File: config.mk
export PLATFORM = sky130hd
export DESIGN_NAME = instruction_fetch
export DESIGN_NICKNAME = d
export VERILOG_FILES = /design/src/rtl/instruction_fetch.sv
export SDC_FILE = /design/constraint.sdc
export NUM_CORES = 1
export LEC_CHECK = 0
export ABC_AREA = 1
export BUFFER_PORTS_ARGS = -buffer_cell sky130_fd_sc_hd__buf_2
export CORE_MARGIN = 4
export CORE_UTILIZATION = 51
export CTS_CLUSTER_DIAMETER = 150
export DETAILED_ROUTE_END_ITERATION = 10
export PLACE_DENSITY = 0.87
export RECOVER_POWER = 50
export SLEW_MARGIN = 20
export SYNTH_ARGS = -nofsm -noshare
export SYNTH_HDL_FRONTEND = slang
export SYNTH_SLANG_ARGS = --single-unit
File: constraint.sdc
create_clock -name clk -period 1.9 [get_ports clk]
set_input_delay 0.285 -clock clk [delete_from_list [all_inputs] [get_ports clk]]
set_output_delay 0.285 -clock clk [all_outputs]
set_load 0.005 [all_outputs]
File: src/rtl/instruction_fetch.sv
// LEGv8 instruction fetch stage with integrated IF/ID register.
// A one-entry skid buffer holds fetched words through decode stalls; taken branches squash wrong-path fetches.
module instruction_fetch #(
   parameter int unsigned       ADDR_W   = 64,
   parameter logic [ADDR_W-1:0] RESET_PC = '0
) (
   input  logic              clk,
   input  logic              rst_n,
   output logic              imem_req,
   output logic [ADDR_W-1:0] imem_addr,
   input  logic              imem_ready,
   input  logic [31:0]       imem_rdata,
   input  logic              stall,
   input  logic              branch_taken,
   input  logic [ADDR_W-1:0] branch_target,
   output logic              if_id_valid,
   output logic [ADDR_W-1:0] if_id_pc,
   output logic [31:0]       if_id_instr,
   output logic [10:0]       control_opcode
);

   localparam int unsigned INSTR_W = 32;
   localparam int unsigned OP_W    = 11;

   typedef enum logic [1:0] {IDLE, FETCH, HOLD, KILL} fetchState_t;

   fetchState_t        state, stateNext;
   logic [ADDR_W-1:0]  pc, pcNext;
   logic [ADDR_W-1:0]  addrNext;
   logic               reqNext;
   logic               validNext;
   logic [ADDR_W-1:0]  idPcNext;
   logic [INSTR_W-1:0] instrNext;
   logic [OP_W-1:0]    opcodeNext;
   logic [ADDR_W-1:0]  skidPc, skidPcNext;
   logic [INSTR_W-1:0] skidInstr, skidInstrNext;
   logic [ADDR_W-1:0]  targetAligned;

   assign targetAligned = branch_target & ~ADDR_W'(3);

   // State and registered outputs
   always_ff @(posedge clk) begin
      if (!rst_n) begin
         state          <= IDLE;
         pc             <= RESET_PC;
         imem_req       <= 1'b0;
         imem_addr      <= RESET_PC;
         if_id_valid    <= 1'b0;
         if_id_pc       <= '0;
         if_id_instr    <= '0;
         control_opcode <= '0;
         skidPc         <= '0;
         skidInstr      <= '0;
      end else begin
         state          <= stateNext;
         pc             <= pcNext;
         imem_req       <= reqNext;
         imem_addr      <= addrNext;
         if_id_valid    <= validNext;
         if_id_pc       <= idPcNext;
         if_id_instr    <= instrNext;
         control_opcode <= opcodeNext;
         skidPc         <= skidPcNext;
         skidInstr      <= skidInstrNext;
      end
   end

   // Next-state, PC, skid and IF/ID update
   always_comb begin
      stateNext     = state;
      pcNext        = pc;
      validNext     = stall ? if_id_valid : 1'b0;
      idPcNext      = if_id_pc;
      instrNext     = if_id_instr;
      skidPcNext    = skidPc;
      skidInstrNext = skidInstr;

      case (state)
         IDLE: stateNext = FETCH;
         FETCH: begin
            if (imem_ready) begin
               pcNext = pc + ADDR_W'(4);
               if (stall) begin
                  skidPcNext    = pc;
                  skidInstrNext = imem_rdata;
                  stateNext     = HOLD;
               end else begin
                  validNext = 1'b1;
                  idPcNext  = pc;
                  instrNext = imem_rdata;
               end
            end
         end
         HOLD: begin
            if (!stall) begin
               validNext = 1'b1;
               idPcNext  = skidPc;
               instrNext = skidInstr;
               stateNext = FETCH;
            end
         end
         KILL: begin
            if (imem_ready) stateNext = FETCH;
         end
         default: stateNext = IDLE;
      endcase

      // Redirect overrides stall and ready; an unanswered request must drain in KILL
      if (branch_taken) begin
         pcNext    = targetAligned;
         validNext = 1'b0;
         if (state == KILL || (state == FETCH && !imem_ready)) stateNext = KILL;
         else stateNext = FETCH;
      end

      addrNext   = (stateNext == KILL) ? imem_addr : pcNext;
      reqNext    = (stateNext == FETCH) || (stateNext == KILL);
      opcodeNext = validNext ? instrNext[31:21] : '0;
   end

endmodule

### Yosys cells after proc, flatten, opt, wreduce, memory -nomap -nowiden

Index checks and enable logic that the tools add are counted.

* input bits: 101
* output and inout port bits: 173
* memory bits (read-only): 0
* RAM bits: 0
* latch bits: 0
* word-level logic and storage cells: 52
* memories kept: 0
* flip-flop bits (word level): 335

* shifts and indexed selects: 0
* reduce and logical (&&, ||, !) cells: 9
* multiplexer cells: 23
* eq/ne operators: 8
* bitwise gates (word level): 0
* order comparisons: 0
* multipliers: 0
* add/subtract/negate cells: 1
* div/mod/pow operators: 0

Operator list (count)
* 64-bit two-way mux: 6
* 64-bit one-hot mux with 2 select lines: 1
* 32-bit two-way mux: 3
* 64-bit by 3-bit adder with 64-bit output (second input constant): 1
* 32-bit one-hot mux with 2 select lines: 1
* 2-bit two-way mux: 6
* 2-bit one-hot mux with 4 select lines: 1
* 2-bit equality test (second input constant): 3
* 2-bit != test (second input constant): 3
* 2-bit by 1-bit equality test with 1-bit output (second input constant): 2
* 1-bit two-way mux: 4
* 4-bit AND reduction: 1
* 3-bit AND reduction: 1
* 2-bit zero test: 1
* 1-bit logical OR: 2
* 1-bit one-hot mux with 2 select lines: 1
* 2-bit AND reduction: 1
* 2-bit nonzero test: 1
* 1-bit logical AND: 1
* 1-bit zero test: 1

### Longest topological paths before layout

* word-level depth: 7
* gate-level depth with buffers: 15
* gate-level depth less buffers: 13

### Worst setup path before layout

No wires, ideal clock.

* path type: register -> register
* start: reg state[0]
* end: reg imem_addr[40]
* period minus slack after synthesis: 1.884 ns
* cell stages (with the launch flop): 11
* slack: 0.016 ns
* arrival: 1.775 ns
* path buffers: 2
* cells stage by stage: dfxtp_1 inv_1 ha_1 buf_2 nand2_1 o211ai_2 nand2_2 clkbuf_1 nand3_1 nand2_1 inv_1

* word-level cells in the longest chain between the ends: 6

RTL lines
* from (decl): line 27 `fetchState_t state, stateNext;`
* from (signal assigned): line 55 `state <= stateNext;`
* branches (longest 6 deep; another with 2-bit one-hot mux with 4 select lines)
* to (signal assigned): line 58 `imem_addr <= addrNext;`
* to (decl): line 10 `output logic [ADDR_W-1:0] imem_addr,`

Several ways; the timed one is not identified.
A chain may end at the register's enable or synchronous reset.

### Final worst setup path

* start: reg state[1]
* end: reg imem_addr[34]

The elaborated chain is that of the path after synthesis.

==> summary.md <==
| Metric | Value |
|---|---|
| CTS Buf Count | `36` |
| Row Count | `between 60 and 70` |
| RSZ-0062 raised after global routing | `true` |
| Failing checks | `setup timing` |
| Die X | `180 um` |
| Mapped Avg Cell Area | `6.79 um2` |
| Sequential fraction of the synthesis area | `44.1%` |
| Antenna Cells | `0` |
| Pre-antenna DRT Iters | `6` |
| Core area | `29000 um2` |
| Tcrit/Tclk final | `107%` |
| Sequential cell area | `6710 um2` |
| P&R area growth vs syn | `28.9%` |
| Status | `finished, violations left` |
| Asr flop ratio synth | `0%` |
| Routed WL | `53.0 mm` |
| Total gr overflow | `0` |
| P_leak | `8.34 nW` |
| H-tree levels | `2` |
| CP required | `2.30 ns` |
| Most common cell after layout, fill and taps aside | `nand2_1` |
| Worst Path Arrival | `~2.4 ns` |
| Buffers on Ports | `between 200 and 300` |
| Endpoint class of the critical path | `flip-flop` |
| CTS Hold Buffers Added | `0` |
| Cell Pwr Density | `860 nW/um2` |
| Most frequent cells in the layout | `nand2_1, dfxtp_1, a21oi_1` |
| Yosys warning count | `0` |
| CP Max Fanout | `6` |
| Worst slew pin tran | `0.556 ns` |
| CP Launch Type | `flip-flop` |
| Synth Instances | `2231` |
| Max rail drop VDD | `approximately 0.70 mV` |
| Seq cells post-synth | `334` |
| Die H | `180 um` |
| Worst Skew | `0.0174 ns` |
| Commonest register cell after synthesis | `dfxtp_1` |
| Fmax | `493 MHz` |
| Area leader, netlist | `dfxtp_1` |
| Clock root cell | `clkbuf_16` |
| Synth Net Count | `roughly 2.3k` |
| Drt drc | `0` |
| Layout net count | `2671` |
| Clock-pin slew of the registers on the worst-case setup and hold paths | `0.06 ns` |
| Final setup viols | `50` |
| Post-route ant nets | `0` |
| Number of enable flip-flop cells after synthesis | `0` |
| Tot GR Track Use | `between 20% and 30%` |
| Hpwl dp | `36.5 mm` |
| Final WS setup | `-0.128 ns` |
| Multi-input gate area | `approximately 7400 um2` |
| Setup WS pre-CTS | `-0.185 ns` |
| Tmin final | `between 2 and 2.5 ns` |
| Largest cells by area after synthesis | `dfxtp_1, nand2_1, o21ai_0, a21oi_1, nand3_1` |
| Vias in the first global route | `15.5k` |
| Fin cells | `2974` |
| Synthesized cell area | `15200 um2` |
| Worst-skew pair later-pin latency | `0.52 ns` |
| CTS max path bufs | `3` |
| Initial antenna violation count | `0` |
| Clock sinks | `334` |
| Pins Over Slew Limit | `0` |
| Layout cells sized above 1 | `19.9%` |
| Starting Density | `between 50% and 60%` |
| Slew margin rel. | `a little over three fifths` |
| Count of final hold-check violations | `0` |
| Placed insts | `2892` |
| Global-route wire length before repair | `80.8 mm` |
| Setup Crit Path Kind | `reg -> reg` |
| Max_cap viols | `0` |
| Largest net degree at the start of global routing | `65` |
| Vias | `16.7k` |
| Number of DRC markers in iteration 0 | `about 1.6k` |
| Filler cell count | `2466` |
| Routed vias/inst | `roughly 5.6` |
| Synth cell types | `39` |
| Drt wl/cell | `17.8 um` |
| Placer Congestion | `approximately 1` |
| Worst hold path class | `in -> reg` |
| Total power | `16.8 mW` |
| Area of the die | `32500 um2` |
| CTS tree | `yes` |
| Top Ports | `approximately 270` |
| Synth top area share | `44.1%` |
==> what timing repair did <==
action / 4_1_cts / 5_1_grt
resized for setup: 45 / 129
cloned: 4 / 4
buffers inserted: 5 / 5
pin swaps: 7 / 18
setup endpoints to repair: 112 / 155
==> cell families after synthesis <==
logic type / count (synthesis) / synth area share, %
compound gates: 548 / 18.6
xor+xnor: 8 / 0.462
fa+ha+maj: 6 / 0.495
buf+inv: 382 / 9.93
flops: 334 / 44.1
mux: 1 / 0.0661
simple gates: 952 / 26.3
==> area by class of cell <==
cell class                 instances  area share (%)
inverter                         244            4.75
sequential                       334            34.3
clock inverter                    14           0.903
timing repair buffer             432            14.5
clock buffer                      50            5.24
tap                              384            2.46
multi-input combinational       1516            37.8
==> through the flow <==
stage	hold slack [ns]	util (%)	TNS [ns]	instance area (um2)
detailed placement	0.439	61.0	-7.58	17700
global placement	0.432	61.0	-2.64	17700
global route	0.0501	67.3	-7.61	19500
floorplan	0.425	-	0	15200
CTS	0.0204	66.1	-0.379	19200
finish	0.0411	67.3	-3.07	19500
==> synth_stat cells (3+ instances only) <==
cell type  number
buf_6           3
o21ai_1         5
nand2_1       483
nor2_2          3
dfxtp_1       334
inv_2           3
clkbuf_1       94
buf_1           8
a21oi_1       249
a22oi_1        10
nor3_1          9
buf_2          31
nand2_2         3
nand4_1        12
o21ai_0       268
nor2_1        184
ha_1            6
xor2_1          6
nand3_1       241
o211ai_1        8
or2_1           5
inv_1         239
and2_1          5
==> critical path: stages, from the launching register on <==
cell and delay (ns):
dfxtp_2 0.36, buf_6 0.12, ha_4 0.16, nor2_2 0.06, inv_2 0.06, nand2_2 0.06, o211ai_4 0.32, buf_12 0.17
nand2_8 0.11, buf_6 0.15, or2_0 0.18, nand3_1 0.09, inv_1 0.06
==> where the power goes <==
group | switching [mW] | internal [mW] | total (mW)
clock | 2.88 | 4.21 | 7.09
sequential | 0.240 | 7.35 | 7.59
combinational | 1.32 | 0.801 | 2.12
total | 4.44 | 12.4 | 16.8
==> flip-flops by register name (all words and copies together), names as in the netlist <==
name / flops
skidInstr: 32
control_opcode: 11
state: 2
skidPc: 64
if_id_valid: 1
if_id_pc: 64
imem_addr: 64
pc: 64
if_id_instr: 32
==> metal layers <==
| metal | vias up | wire (um) | global-route usage (%) |
|---|---|---|---|
| met4 | 0 | 1860 | 10.4 |
| li1 | 7930 | - | - |
| met2 | 976 | 23500 | 46.3 |
| met1 | 7645 | 22200 | 42.2 |
| met5 | - | 0 | 0 |
| met3 | 141 | 5420 | 5.49 |
==> worst paths after layout <==
path                               from                    endpoint  slack, ns  cells after the start
min                   branch_target[38]           pc[38]$_SDFF_PN0_       0.04                      3
max reg2reg         state[1]$_SDFF_PN0_  imem_addr[34]$_SDFFE_PN0P_      -0.13                     12
max                 state[1]$_SDFF_PN0_  imem_addr[34]$_SDFFE_PN0P_      -0.13                     12
min reg2reg  skidInstr[12]$_SDFFE_PN0P_  skidInstr[12]$_SDFFE_PN0P_       0.45                      2
Power figures use the tool's default switching activity.
